<file path="src/rtl/mul_issue_ctrl_if.sv">
// Pipeline-side handshake bundle of the EX-stage multiply controller.
// master: EX/MEM stages; slave: mul_issue_ctrl.
interface mul_issue_ctrl_if #(
  parameter int unsigned XLEN = 64
) ();
  logic            in_valid;
  logic            in_ready;
  logic [2:0]      mul_op;
  logic [XLEN-1:0] src1;
  logic [XLEN-1:0] src2;
  logic            out_valid;
  logic            out_ready;
  logic [XLEN-1:0] result;

  modport master (
    output in_valid, mul_op, src1, src2, out_ready,
    input  in_ready, out_valid, result
  );

  modport slave (
    input  in_valid, mul_op, src1, src2, out_ready,
    output in_ready, out_valid, result
  );
endinterface

</file>
<file path="src/rtl/mul_issue_ctrl.sv">
// EX-stage multiply controller: decodes RV64 M-extension multiplies and drives a booth multiplier.
// Define YSYX_22051013_MUL_FUSE_EN to reuse the last 128-bit product for matching operand pairs.
module mul_issue_ctrl #(
  parameter int unsigned XLEN    = 64,
  parameter int unsigned MAX_CYC = 40
) (
  input  logic            clk,
  input  logic            rst,
  input  logic            flush_i,
  mul_issue_ctrl_if.slave pipe,
  output logic            stall_o,
  output logic            err_timeout_o,
  output logic            m_valid_o,
  output logic            m_flush_o,
  output logic [1:0]      m_signed_o,
  output logic            m_mulw_o,
  output logic [XLEN-1:0] m_op1_o,
  output logic [XLEN-1:0] m_op2_o,
  input  logic            m_out_valid_i,
  input  logic [XLEN-1:0] m_hi_i,
  input  logic [XLEN-1:0] m_lo_i
);

  localparam int unsigned CntW = $clog2(MAX_CYC + 1);
  localparam logic [CntW-1:0] CntMax  = CntW'(MAX_CYC);
  localparam logic [CntW-1:0] CntLast = CntW'(MAX_CYC - 1);

  localparam logic [2:0] OpMul    = 3'b000;
  localparam logic [2:0] OpMulh   = 3'b001;
  localparam logic [2:0] OpMulhsu = 3'b010;
  localparam logic [2:0] OpMulhu  = 3'b011;
  localparam logic [2:0] OpMulw   = 3'b100;

  typedef enum logic [1:0] {StIdle, StLaunch, StWait, StDone} state_e;

  state_e          state_q;
  logic            in_ready_q;
  logic            out_valid_q;
  logic            m_valid_q;
  logic [1:0]      m_signed_q;
  logic            m_mulw_q;
  logic [XLEN-1:0] m_op1_q;
  logic [XLEN-1:0] m_op2_q;
  logic [2:0]      op_q;
  logic [XLEN-1:0] result_q;
  logic [CntW-1:0] cnt_q;
  logic            err_q;

  logic [1:0]      dec_signed;
  logic            dec_mulw;
  logic            dec_rsvd;
  logic [XLEN-1:0] sel_result;
  logic            fuse_hit;
  logic [XLEN-1:0] fuse_result;

  always_comb begin
    dec_signed = 2'b11;
    dec_mulw   = 1'b0;
    dec_rsvd   = 1'b0;
    case (pipe.mul_op)
      OpMul, OpMulh: dec_signed = 2'b11;
      OpMulhsu:      dec_signed = 2'b01;
      OpMulhu:       dec_signed = 2'b00;
      OpMulw:        dec_mulw   = 1'b1;
      default:       dec_rsvd   = 1'b1;
    endcase
  end

  always_comb begin
    sel_result = m_hi_i;
    case (op_q)
      OpMul:   sel_result = m_lo_i;
      OpMulw:  sel_result = {{(XLEN - 32){m_lo_i[31]}}, m_lo_i[31:0]};
      default: sel_result = m_hi_i;
    endcase
  end

`ifdef YSYX_22051013_MUL_FUSE_EN
  logic            cache_vld_q;
  logic [XLEN-1:0] cache_hi_q;
  logic [XLEN-1:0] cache_lo_q;
  logic [XLEN-1:0] cache_op1_q;
  logic [XLEN-1:0] cache_op2_q;
  logic [1:0]      cache_sg_q;
  logic            cache_mulw_q;

  always_ff @(posedge clk) begin
    if (rst) begin
      cache_vld_q  <= 1'b0;
      cache_hi_q   <= '0;
      cache_lo_q   <= '0;
      cache_op1_q  <= '0;
      cache_op2_q  <= '0;
      cache_sg_q   <= 2'b00;
      cache_mulw_q <= 1'b0;
    end else if (flush_i) begin
      cache_vld_q <= 1'b0;
    end else if (state_q == StIdle && pipe.in_valid && dec_rsvd) begin
      cache_vld_q <= 1'b0;
    end else if (state_q == StWait && m_out_valid_i) begin
      cache_vld_q  <= 1'b1;
      cache_hi_q   <= m_hi_i;
      cache_lo_q   <= m_lo_i;
      cache_op1_q  <= m_op1_q;
      cache_op2_q  <= m_op2_q;
      cache_sg_q   <= m_signed_q;
      cache_mulw_q <= m_mulw_q;
    end
  end

  // The low half of the product is the same for every signedness, so MUL may hit any entry.
  assign fuse_hit = cache_vld_q && !dec_rsvd && !dec_mulw && !cache_mulw_q &&
                    pipe.src1 == cache_op1_q && pipe.src2 == cache_op2_q &&
                    (dec_signed == cache_sg_q || pipe.mul_op == OpMul);
  assign fuse_result = (pipe.mul_op == OpMul) ? cache_lo_q : cache_hi_q;
`else
  assign fuse_hit    = 1'b0;
  assign fuse_result = '0;
`endif

  always_ff @(posedge clk) begin
    if (rst) begin
      state_q     <= StIdle;
      in_ready_q  <= 1'b1;
      out_valid_q <= 1'b0;
      m_valid_q   <= 1'b0;
      m_signed_q  <= 2'b00;
      m_mulw_q    <= 1'b0;
      m_op1_q     <= '0;
      m_op2_q     <= '0;
      op_q        <= OpMul;
      result_q    <= '0;
      cnt_q       <= '0;
      err_q       <= 1'b0;
    end else begin
      m_valid_q <= 1'b0;
      if (flush_i) begin
        // Drops a simultaneous request and discards a simultaneous multiplier result.
        state_q     <= StIdle;
        in_ready_q  <= 1'b1;
        out_valid_q <= 1'b0;
      end else begin
        case (state_q)
          StIdle: begin
            if (pipe.in_valid) begin
              op_q       <= pipe.mul_op;
              in_ready_q <= 1'b0;
              if (dec_rsvd) begin
                state_q     <= StDone;
                out_valid_q <= 1'b1;
                result_q    <= '0;
              end else if (fuse_hit) begin
                state_q     <= StDone;
                out_valid_q <= 1'b1;
                result_q    <= fuse_result;
              end else begin
                state_q    <= StLaunch;
                m_valid_q  <= 1'b1;
                m_op1_q    <= pipe.src1;
                m_op2_q    <= pipe.src2;
                m_signed_q <= dec_signed;
                m_mulw_q   <= dec_mulw;
              end
            end
          end
          StLaunch: begin
            state_q <= StWait;
            cnt_q   <= '0;
          end
          StWait: begin
            if (m_out_valid_i) begin
              state_q     <= StDone;
              out_valid_q <= 1'b1;
              result_q    <= sel_result;
            end else if (cnt_q != CntMax) begin
              // Saturates at the limit; only a flush leaves a hung multiply.
              cnt_q <= cnt_q + 1'b1;
              if (cnt_q == CntLast) begin
                err_q <= 1'b1;
              end
            end
          end
          StDone: begin
            if (pipe.out_ready) begin
              state_q     <= StIdle;
              in_ready_q  <= 1'b1;
              out_valid_q <= 1'b0;
            end
          end
          default: begin
            state_q     <= StIdle;
            in_ready_q  <= 1'b1;
            out_valid_q <= 1'b0;
          end
        endcase
      end
    end
  end

  assign pipe.in_ready  = in_ready_q;
  assign pipe.out_valid = out_valid_q;
  assign pipe.result    = result_q;

  assign stall_o       = pipe.in_valid & ~(state_q == StDone & pipe.out_ready);
  assign err_timeout_o = err_q;
  assign m_valid_o     = m_valid_q;
  assign m_flush_o     = flush_i & (state_q == StLaunch || state_q == StWait);
  assign m_signed_o    = m_signed_q;
  assign m_mulw_o      = m_mulw_q;
  assign m_op1_o       = m_op1_q;
  assign m_op2_o       = m_op2_q;

endmodule

</file>
<file path="src/flat_wrapper.sv">
// flat-port wrapper written by rule: the top's interface ports become plain ports
module mul_issue_ctrl_flat 
#(
  parameter int unsigned XLEN    = 64,
  parameter int unsigned MAX_CYC = 40
)
  (clk, rst, flush_i, stall_o, err_timeout_o, m_valid_o, m_flush_o, m_signed_o, m_mulw_o, m_op1_o, m_op2_o, m_out_valid_i, m_hi_i, m_lo_i, pipe_in_valid, pipe_mul_op, pipe_src1, pipe_src2, pipe_out_ready, pipe_in_ready, pipe_out_valid, pipe_result);
  mul_issue_ctrl_if #(.XLEN(XLEN)) pipe_i ();
  input  logic clk;
  input  logic rst;
  input  logic flush_i;
  output logic stall_o;
  output logic err_timeout_o;
  output logic m_valid_o;
  output logic m_flush_o;
  output logic [1:0] m_signed_o;
  output logic m_mulw_o;
  output logic [XLEN-1:0] m_op1_o;
  output logic [XLEN-1:0] m_op2_o;
  input  logic m_out_valid_i;
  input  logic [XLEN-1:0] m_hi_i;
  input  logic [XLEN-1:0] m_lo_i;
  input wire logic [$bits(pipe_i.in_valid)-1:0] pipe_in_valid;
  input wire logic [$bits(pipe_i.mul_op)-1:0] pipe_mul_op;
  input wire logic [$bits(pipe_i.src1)-1:0] pipe_src1;
  input wire logic [$bits(pipe_i.src2)-1:0] pipe_src2;
  input wire logic [$bits(pipe_i.out_ready)-1:0] pipe_out_ready;
  output wire logic [$bits(pipe_i.in_ready)-1:0] pipe_in_ready;
  output wire logic [$bits(pipe_i.out_valid)-1:0] pipe_out_valid;
  output wire logic [$bits(pipe_i.result)-1:0] pipe_result;
  assign pipe_i.in_valid = pipe_in_valid;
  assign pipe_i.mul_op = pipe_mul_op;
  assign pipe_i.src1 = pipe_src1;
  assign pipe_i.src2 = pipe_src2;
  assign pipe_i.out_ready = pipe_out_ready;
  assign pipe_in_ready = pipe_i.in_ready;
  assign pipe_out_valid = pipe_i.out_valid;
  assign pipe_result = pipe_i.result;
  mul_issue_ctrl #(.XLEN(XLEN), .MAX_CYC(MAX_CYC)) u_core (.clk(clk), .rst(rst), .flush_i(flush_i), .pipe(pipe_i), .stall_o(stall_o), .err_timeout_o(err_timeout_o), .m_valid_o(m_valid_o), .m_flush_o(m_flush_o), .m_signed_o(m_signed_o), .m_mulw_o(m_mulw_o), .m_op1_o(m_op1_o), .m_op2_o(m_op2_o), .m_out_valid_i(m_out_valid_i), .m_hi_i(m_hi_i), .m_lo_i(m_lo_i));
endmodule
</file>
<file path="config.mk">
export PLATFORM = sky130hd
export DESIGN_NAME = mul_issue_ctrl_flat
export DESIGN_NICKNAME = d
export VERILOG_FILES = /design/src/rtl/mul_issue_ctrl_if.sv /design/src/rtl/mul_issue_ctrl.sv /design/src/flat_wrapper.sv
export SDC_FILE = /design/constraint.sdc
export NUM_CORES = 1
export LEC_CHECK = 0
export ABC_AREA = 1
export CAP_MARGIN = 30
export CORE_AREA = 2 2 181 183
export CTS_CLUSTER_SIZE = 28
export DETAILED_ROUTE_END_ITERATION = 6
export DIE_AREA = 0 0 183 185
export GPL_TIMING_DRIVEN = 0
export RECOVER_POWER = 50
export SYNTH_ARGS = -nofsm -noshare
export SYNTH_HDL_FRONTEND = slang
export SYNTH_SLANG_ARGS = --single-unit
</file>
<file path="constraint.sdc">
create_clock -name clk -period 2.3 [get_ports clk]
set_input_delay 0.345 -clock clk [delete_from_list [all_inputs] [get_ports clk]]
set_output_delay 0.345 -clock clk [all_outputs]
set_load 0.005 [all_outputs]
</file>
* Word-level counts from Yosys, hierarchy flattened
Index checks and enable logic that the tools add are counted.
Storage, ports and cells: flip-flop bits (word level) 210
Operators by class: multiplexer cells 24, equal/unequal tests 16, bitwise logic cells 8, reduce and logical (&&, ||, !) cells 19, add/subtract/negate cells 1
Operators with widths (count):
- 64-bit one-hot mux with 2 select lines | 2
- 64-bit two-way mux | 3
- 5-bit AND reduction | 3
- 6-bit two-way mux | 2
- 6-bit one-hot mux with 2 select lines | 1
- 2-bit != test (second input constant) | 5
- 3-bit AND reduction | 3
- 1-bit two-way mux | 8
- 2-bit two-way mux | 4
- 2-bit one-hot mux with 4 select lines | 1
- 4-bit AND reduction | 2
- 6-bit by 1-bit adder with 6-bit output (second input constant) | 1
- 3-bit by 2-bit equality test with 1-bit output (second input constant) | 2
- 3-bit equality test (second input constant) | 2
- 6-bit equality test (second input constant) | 1
- 3-bit logical NOT | 2
- 6-bit != test (second input constant) | 1
- 2-bit nonzero test | 3
- 1-bit inverter | 5
- 5-bit OR reduction | 1
- 2-bit equality test (second input constant) | 2
- 2-bit one-hot mux with 2 select lines | 1
- 4-bit OR reduction | 1
- 1-bit AND | 3
- other kinds (9) | 9

* Logic depth before layout (Yosys ltp)
Gate-level depths: netlist of run 1.
word-level depth 5, mapped depth 12

* Worst setup path after synthesis of run 1
OpenSTA, ideal clock, no wires.
kind register to register, start register u_core.state_q[0], end register u_core.result_q[33], in the netlist u_core.pipe.result[33], cell stages (with the launch flop) 12, arrival time 1.558 ns, library setup time 0.128 ns, setup slack 0.614 ns, cell sequence dfxtp_1 > inv_1 > ha_1 > nand2_1 > nand2_1 > nor2_4 > nand2_2 > inv_2 > buf_6 > nor2_1 > nor2_1 > nor2_1
On the way: longest elaborated chain between the ends 3
Ends and longest elaborated chain:
- from (decl) | line mul_issue_ctrl.sv:36 | state_e state_q;
- from (signal assigned) | line mul_issue_ctrl.sv:123 | state_q <= StIdle;
- from (signal assigned) | line mul_issue_ctrl.sv:139 | state_q <= StIdle;
- from (signal assigned) | line mul_issue_ctrl.sv:149 | state_q <= StDone;
- 2-bit equality test or 2-bit logical NOT (tied branches) | line mul_issue_ctrl.sv:143 | case (state_q)
- 2-bit != test (no source line) or 2-bit nonzero test (tied branches)
- 5-bit AND reduction (no source line)
- to (signal assigned) | line mul_issue_ctrl.sv:155 | result_q <= fuse_result;
- to (signal assigned) | line mul_issue_ctrl.sv:174 | result_q <= sel_result;
- to (decl) | line mul_issue_ctrl.sv:45 | logic [XLEN-1:0] result_q;
Parallel ways exist; a longest one is shown, timed or not. A chain may end at the register's enable or synchronous reset.

* Final worst setup path of run 1
start register u_core.state_q[0], end output port stall_o
On the way: longest elaborated chain between the ends 4
Ends and longest elaborated chain:
- 2-bit equality test | line mul_issue_ctrl.sv:204 | assign stall_o = pipe.in_valid & ~(state_q == StDone & pipe.out_ready);
- 1-bit AND | line mul_issue_ctrl.sv:204
- 1-bit inverter | line mul_issue_ctrl.sv:204
- 1-bit AND | line mul_issue_ctrl.sv:204
- to (decl) | line flat_wrapper.sv:12 | output logic stall_o;
Every way passes these cells.

==> impl_metrics.ini, run 1 <==
[sta]
max_freq_mhz = 460
grt_setup_unrepaired = false
hold_violations = 0
hold_ws_ns = 0.447
worst_slew_pin_slew_ns = 0.616
finalSetupViolations = 0
finClkSkew_ns = 0.0112
slew_violations = 0
slew_headroom = 0.589
fin_crit_sh = 0.946
period_minus_slack_ns = 2.18

[critical_path]
endpoint_kind = output port
cp_num_buf_inv = 1
worst-path-max-fanout = 4
critPathLaunchType = flop
path_cells = ha_1 -> a21oi_1 -> clkdlybuf4s50_1
reg2reg_slack_ns = 0.20
slowest_stage = clkdlybuf4s50_1
r2r_cells = 9
path_delay_family = buffers and inverters
crit_cells = 3
path_class = flop to output port
critical-path-max-stage-delay_ns = 0.54
reg2reg_from = u_core.state_q[0]
regToRegEndpoint = u_core.m_op1_o[4]
cp_data_arrival_time_ns = 1.83
required_ns = 1.96

[clocking]
postCtsHoldBufs = 0
h-tree-depth = 1
root_buffer = clkbuf_16
insertion_delay_ns = 0.53
clkTransAtPathRegs_ns = 0.06
numClockSinks = 210
cts_buffer_depth = 3
cts_made_buffers = 26
cts_tree = built
postCtsSetupRepairBufs = 0

[min_path]
hold_path_depth = 3
hold_path_end = u_core.m_op2_o[31]
hold_path_class = input pin to flop
hold_start = pipe_src2[31]

[synthesis]
synth_area_leader_cell = dfxtp_1
netlist_instances = 1254
syn_area_mm2 = 0.00863
synth_warnings = 0
synth-seq-cells = 210
netlist_top_cells_area = dfxtp_1 49%, nor2_1 21%, o21ai_0 7.8%
synth.top_cell.area_share = 0.487
synth_nets = 1526
yosysSeqAreaShare = 0.487
synth.distinct_cells = 29
syn_area_per_cell_um2 = 6.88

[floorplanning]
ioPinCount = 466
start_util = 0.269
die_h_um = 185
die_w_um = 183
die_area_mm2 = 0.0339
core_mm2 = 0.0320
fp-row-count = 66

[power_and_ir_drop]
p_clk_frac = 0.446
power_density_mw_per_mm2 = 676
intPower_uw = 7510
power_switching_uw = 2490
total_leakage_power_uw = 0.00639
swShare = 0.249
combPwrFrac = 0.164
p_seq_frac = 0.389
ir_worst_vdd_v = 0.000483

[global_route]
grt_max_degree = 13
grt_usage = 0.194
grt_pass1_vias = 9348
antenna_found_initial = 3
grt-ovfl-total = 0
grt_pass1_wl_mm = 51.2

[finish]
syn_to_final_growth_pct = 71.4
layoutNonFillerInstCount = 2176
fill_cells = 3267
final_util = 0.462
drive_gt1_frac = 0.0555
fin_nets = 2019

[drt]
first_iter_violations = 376
ant_nets = 0
drt_first_pass_iters = 4
drt-vias-per-instance = 4.36
drc = 0
wl_per_cell_um = 15.7
via_count = 9497
drt_wl_total_mm = 34.2

[placement]
gp_congestion = 0.787
placed_cells = 2127
dp.final_hpwl_mm = 26.9
port_buffers = 465

[flow_run]
maxCapViolCount = 0

[status]
status = finished clean
[synth_stat cells]
master	instances
o31ai_1	1
nand3_4	1
clkinv_2	1
o21bai_1	1
buf_2	19
nand4_1	3
clkbuf_1	45
nand3_1	12
nor2_2	2
buf_6	6
inv_1	57
a31oi_1	1
dfxtp_1	210
nor2_1	488
buf_4	6
o211ai_1	1
nor2_4	1
nor3_1	2
ha_1	7
nand3b_1	2
a21oi_1	77
a21boi_0	1
and2_1	1
o21ai_0	134
inv_2	3
o21ai_1	1
buf_1	2
nand2_1	165
nand2_2	4
[worst min-delay path, cell delays in order]
cell	delay, ns
clkdlybuf4s50_1	0.39
o21ai_0	0.15
nor2_1	0.04
[registers in the layout, summed over array words and instances, names as in the netlist, 2 cells and up]
register            cells
u_core.m_signed_o       2
u_core.state_q          2
u_core.pipe.result     64
u_core.op_q             3
u_core.m_op2_o         64
u_core.m_op1_o         64
u_core.cnt_q            6
[stage by stage]
step	instance area, um2	total power [uW]	setup TNS [ns]	worst slack (ns)
after detailed placement	13800	5680	-6.15	-0.376
final	14800	10000	0	0.124
after floorplan	8630	4630	0	0.614
after global placement	13800	5670	-4.56	-0.364
after CTS	14800	10200	0	0.00737
after global routing	14800	10500	0	0.0374
[layout make-up]
type | instances | area [um2] | share of cell area
Tap cell | 408 | 510 | 0.0345
Clock inverter | 13 | 173 | 0.0117
Inverter | 61 | 230 | 0.0156
Buffer | 78 | 397 | 0.0268
Sequential cell | 210 | 4210 | 0.285
Antenna cell | 1 | 2.50 | 0.000169
Timing Repair Buffer | 465 | 4660 | 0.315
Multi-Input combinational cell | 905 | 3820 | 0.259
Clock buffer | 35 | 786 | 0.0531
[logic make-up (layout without fill, tap and decap cells)]
kind of cell / count (synthesis) / after routing / share of synthesized area
buffers and inverters: 139 / 652 / 0.0712
AO/OA/AOI/OAI: 217 / 217 / 0.127
other: 0 / 1 / 0
adder cells (fa/ha/maj): 7 / 7 / 0.0101
AND/OR/NAND/NOR: 681 / 681 / 0.304
flip-flops: 210 / 210 / 0.487
[worst max-delay path by stage]
stage                 startpoint                     end  slack [ns]
4_1_cts        u_core.state_q[0]               m_flush_o       0.007
5_1_grt        u_core.state_q[0]       u_core.m_op1_o[2]        0.04
3_5_place_dp             flush_i       u_core.m_op1_o[4]       -0.38
6_report       u_core.state_q[0]                 stall_o        0.12
3_3_place_gp             flush_i       u_core.m_op1_o[4]       -0.36
2_1_floorplan  u_core.state_q[0]  u_core.pipe.result[33]        0.61
[what timing repair did]
action / 4_1_cts / 5_1_grt
gates resized for setup: 3 / 15
endpoints found under the hold margin: 0 / 0
setup endpoints to repair: 11 / 22
[power by group through the flow]
stage                     sequential (uW)  combinational [uW]  clock, uW
after detailed placement             3980                1700          0
after CTS                            3900                1710       4580
after global placement               3970                1700          0
final                                3890                1640       4460
after floorplan                      3980                 655          0
after global routing                 3910                1830       4720
[metal layers]
| metal | GRT usage | part of all wire | vias to the layer above |
|---|---|---|---|
| met5 | 0 | 0.00088 | - |
| met4 | 0.0672 | 0.030 | 4 |
| met3 | 0.0710 | 0.098 | 70 |
| met2 | 0.345 | 0.47 | 346 |
| met1 | 0.212 | 0.40 | 4173 |
| li1 | - | - | 4904 |
[cells in the final DEF, fill, tap and decap left out, types with 7 or more instances in the layout]
| cell | n |
|---|---|
| nor2_1 | 488 |
| clkdlybuf4s50_1 | 271 |
| dfxtp_1 | 208 |
| dlygate4sd3_1 | 193 |
| nand2_1 | 165 |
| o21ai_0 | 131 |
| a21oi_1 | 77 |
| inv_1 | 56 |
| clkbuf_1 | 43 |
| clkbuf_16 | 27 |
| buf_2 | 15 |
| nand3_1 | 12 |
| clkinv_2 | 8 |
| clkbuf_8 | 8 |
| ha_1 | 7 |
Note: power is estimated with default switching activity, not from simulation.
==> run 2: changes to the inputs <==
- SETUP_SLACK_MARGIN: not set -> 0.2
==> run 2 against run 1 <==
Via count about the same. Design area increased by 0.12%. Core utilization increased by 0.055 points. Global-route usage did not move. Clock power barely moved. Non-clock buffer count did not move. Setup slack better by 0.17 ns. Die area unchanged.
==> impl_metrics.ini, run 2 (synthesized netlist as in run 1, its figures left out) <==
[status]
status = finished clean

[sta]
finalSetupViolations = 0
finClkSkew_ns = 0.0136
tns_ns = 0
fin_crit_sh = 0.874
slew_violations = 0
max_freq_mhz = 498
worst_slew_pin_slew_ns = 0.626
period_minus_slack_ns = 2.01
slew_headroom = 0.583
hold_violations = 0
hold_ws_ns = 0.446
grt_setup_unrepaired = true

[min_path]
hold_path_depth = 3
hold_path_class = input pin to flop
hold_path_end = u_core.m_op1_o[51]
hold_start = pipe_src1[51]

[finish]
drive_gt1_frac = 0.0589
syn_to_final_growth_pct = 71.6
final_area_mm2 = 0.0148
fin_nets = 2019
diodes = 0
mostFrequentLayoutCell = nor2_1
final_cell_mix = 488 x nor2_1, 274 x clkdlybuf4s50_1, 208 x dfxtp_1
final_util = 0.462
fill_cells = 3266

[critical_path]
cp_num_buf_inv = 4
slowest_stage = ha_1
critPathLaunchType = flop
crit_cells = 12
cp_data_arrival_time_ns = 2.39
path_delay_family = simple AND/OR/NAND/NOR gates
required_ns = 2.68
path_cells = inv_1 -> ha_1 -> inv_2 -> nand2_2 -> nand2_2 -> nor2_4 -> nand2_2 -> inv_2 -> buf_6 -> nor2_1 -> nor2_1 -> nor2_1
critical-path-max-stage-delay_ns = 0.39
path_class = flop to flop
reg2reg_slack_ns = 0.29
endpoint_kind = flop
r2r_cells = 12
reg2reg_from = u_core.state_q[0]
worst-path-max-fanout = 10
regToRegEndpoint = u_core.pipe.result[44]

[clocking]
numClockSinks = 210
postCtsHoldBufs = 0
cts_made_buffers = 26
cts_buffer_depth = 3
postCtsSetupRepairBufs = 0
h-tree-depth = 1
root_buffer = clkbuf_16
cts_tree = built
clkTransAtPathRegs_ns = 0.06
insertion_delay_ns = 0.53

[global_route]
grt-ovfl-total = 0
antenna_found_initial = 2
grt_use_met3 = 0.0710
use_met1 = 0.212
grt_pass1_wl_mm = 51.2
grt_max_degree = 13
grt_usage = 0.194
use_met2 = 0.345
grt_pass1_vias = 9348
busiest_layer = met2

[placement]
port_buffers = 465
gp_congestion = 0.787
dp.final_hpwl_mm = 26.9
dpl_cell_area_mm2 = 0.0138

[drt]
ant_nets = 0
via_count = 9496
drt-vias-per-instance = 4.37
drt_first_pass_iters = 4
drc = 0
wl_per_cell_um = 15.7
drt_wl_total_mm = 34.2
first_iter_violations = 362

[flow_run]
maxCapViolCount = 0

[floorplanning]
ioPinCount = 466
fp-row-count = 66
die_h_um = 185
die_area_mm2 = 0.0339
start_util = 0.269
core_mm2 = 0.0320
die_w_um = 183

[power_and_ir_drop]
finalPower_uw = 10000
total_leakage_power_uw = 0.00639
ir_worst_vdd_v = 0.000483
power_density_mw_per_mm2 = 676
==> run 2: power breakdown <==
part	total, uW	internal, uW	switching [uW]	leakage, uW
Sequential	3890	3800	87.7	0.00171
Clock	4460	2840	1620	0.000483
Combinational	1650	875	778	0.00420
Total	10000	7520	2490	0.00639
==> run 2: layout make-up <==
| type | instances | area, um2 | share of cell area |
|---|---|---|---|
| timing repair buffer | 465 | 4650 | 0.314 |
| clock buffer | 35 | 786 | 0.0531 |
| inverter | 61 | 230 | 0.0155 |
| multi-input combinational | 905 | 3820 | 0.258 |
| clock inverter | 13 | 173 | 0.0117 |
| tap | 408 | 510 | 0.0345 |
| buffer | 78 | 428 | 0.0289 |
| sequential | 210 | 4210 | 0.284 |
==> run 2: worst max-delay path by stage <==
stage,from,end,slack (ns)
after floorplan,u_core.state_q[0],u_core.pipe.result[33],0.61
after global placement,flush_i,u_core.m_op1_o[4],-0.36
after detailed placement,flush_i,u_core.m_op1_o[4],-0.38
after CTS,u_core.state_q[0],u_core.m_op1_o[4],0.10
after global routing,u_core.state_q[0],u_core.pipe.result[40],0.10
final,u_core.state_q[0],u_core.pipe.result[44],0.29
==> run 2: tightest hold or removal path: stages <==
cell and delay [ns]:
clkdlybuf4s50_1 0.40, o21ai_1 0.14, nor2_1 0.05
==> run 2: stage by stage <==
stage / setup slack (ns) / cells
after detailed placement: -0.376 / 2127
final: 0.290 / 2175
after floorplan: 0.614 / 1254
after global routing: 0.104 / 2175
after global placement: -0.364 / 2127
after CTS: 0.104 / 2175
==> run 2: timing repair <==
action / CTS / global route
gates resized for setup: 12 / 46
endpoints found under the hold margin: 0 / 0
setup endpoints to repair: 81 / 146
==> run 2: per-layer routing <==
layer  part of all wire  wire length [um]
met4              0.028               970
met5            0.00088                30
met1               0.39             13400
met2               0.48             16300
met3               0.10              3490
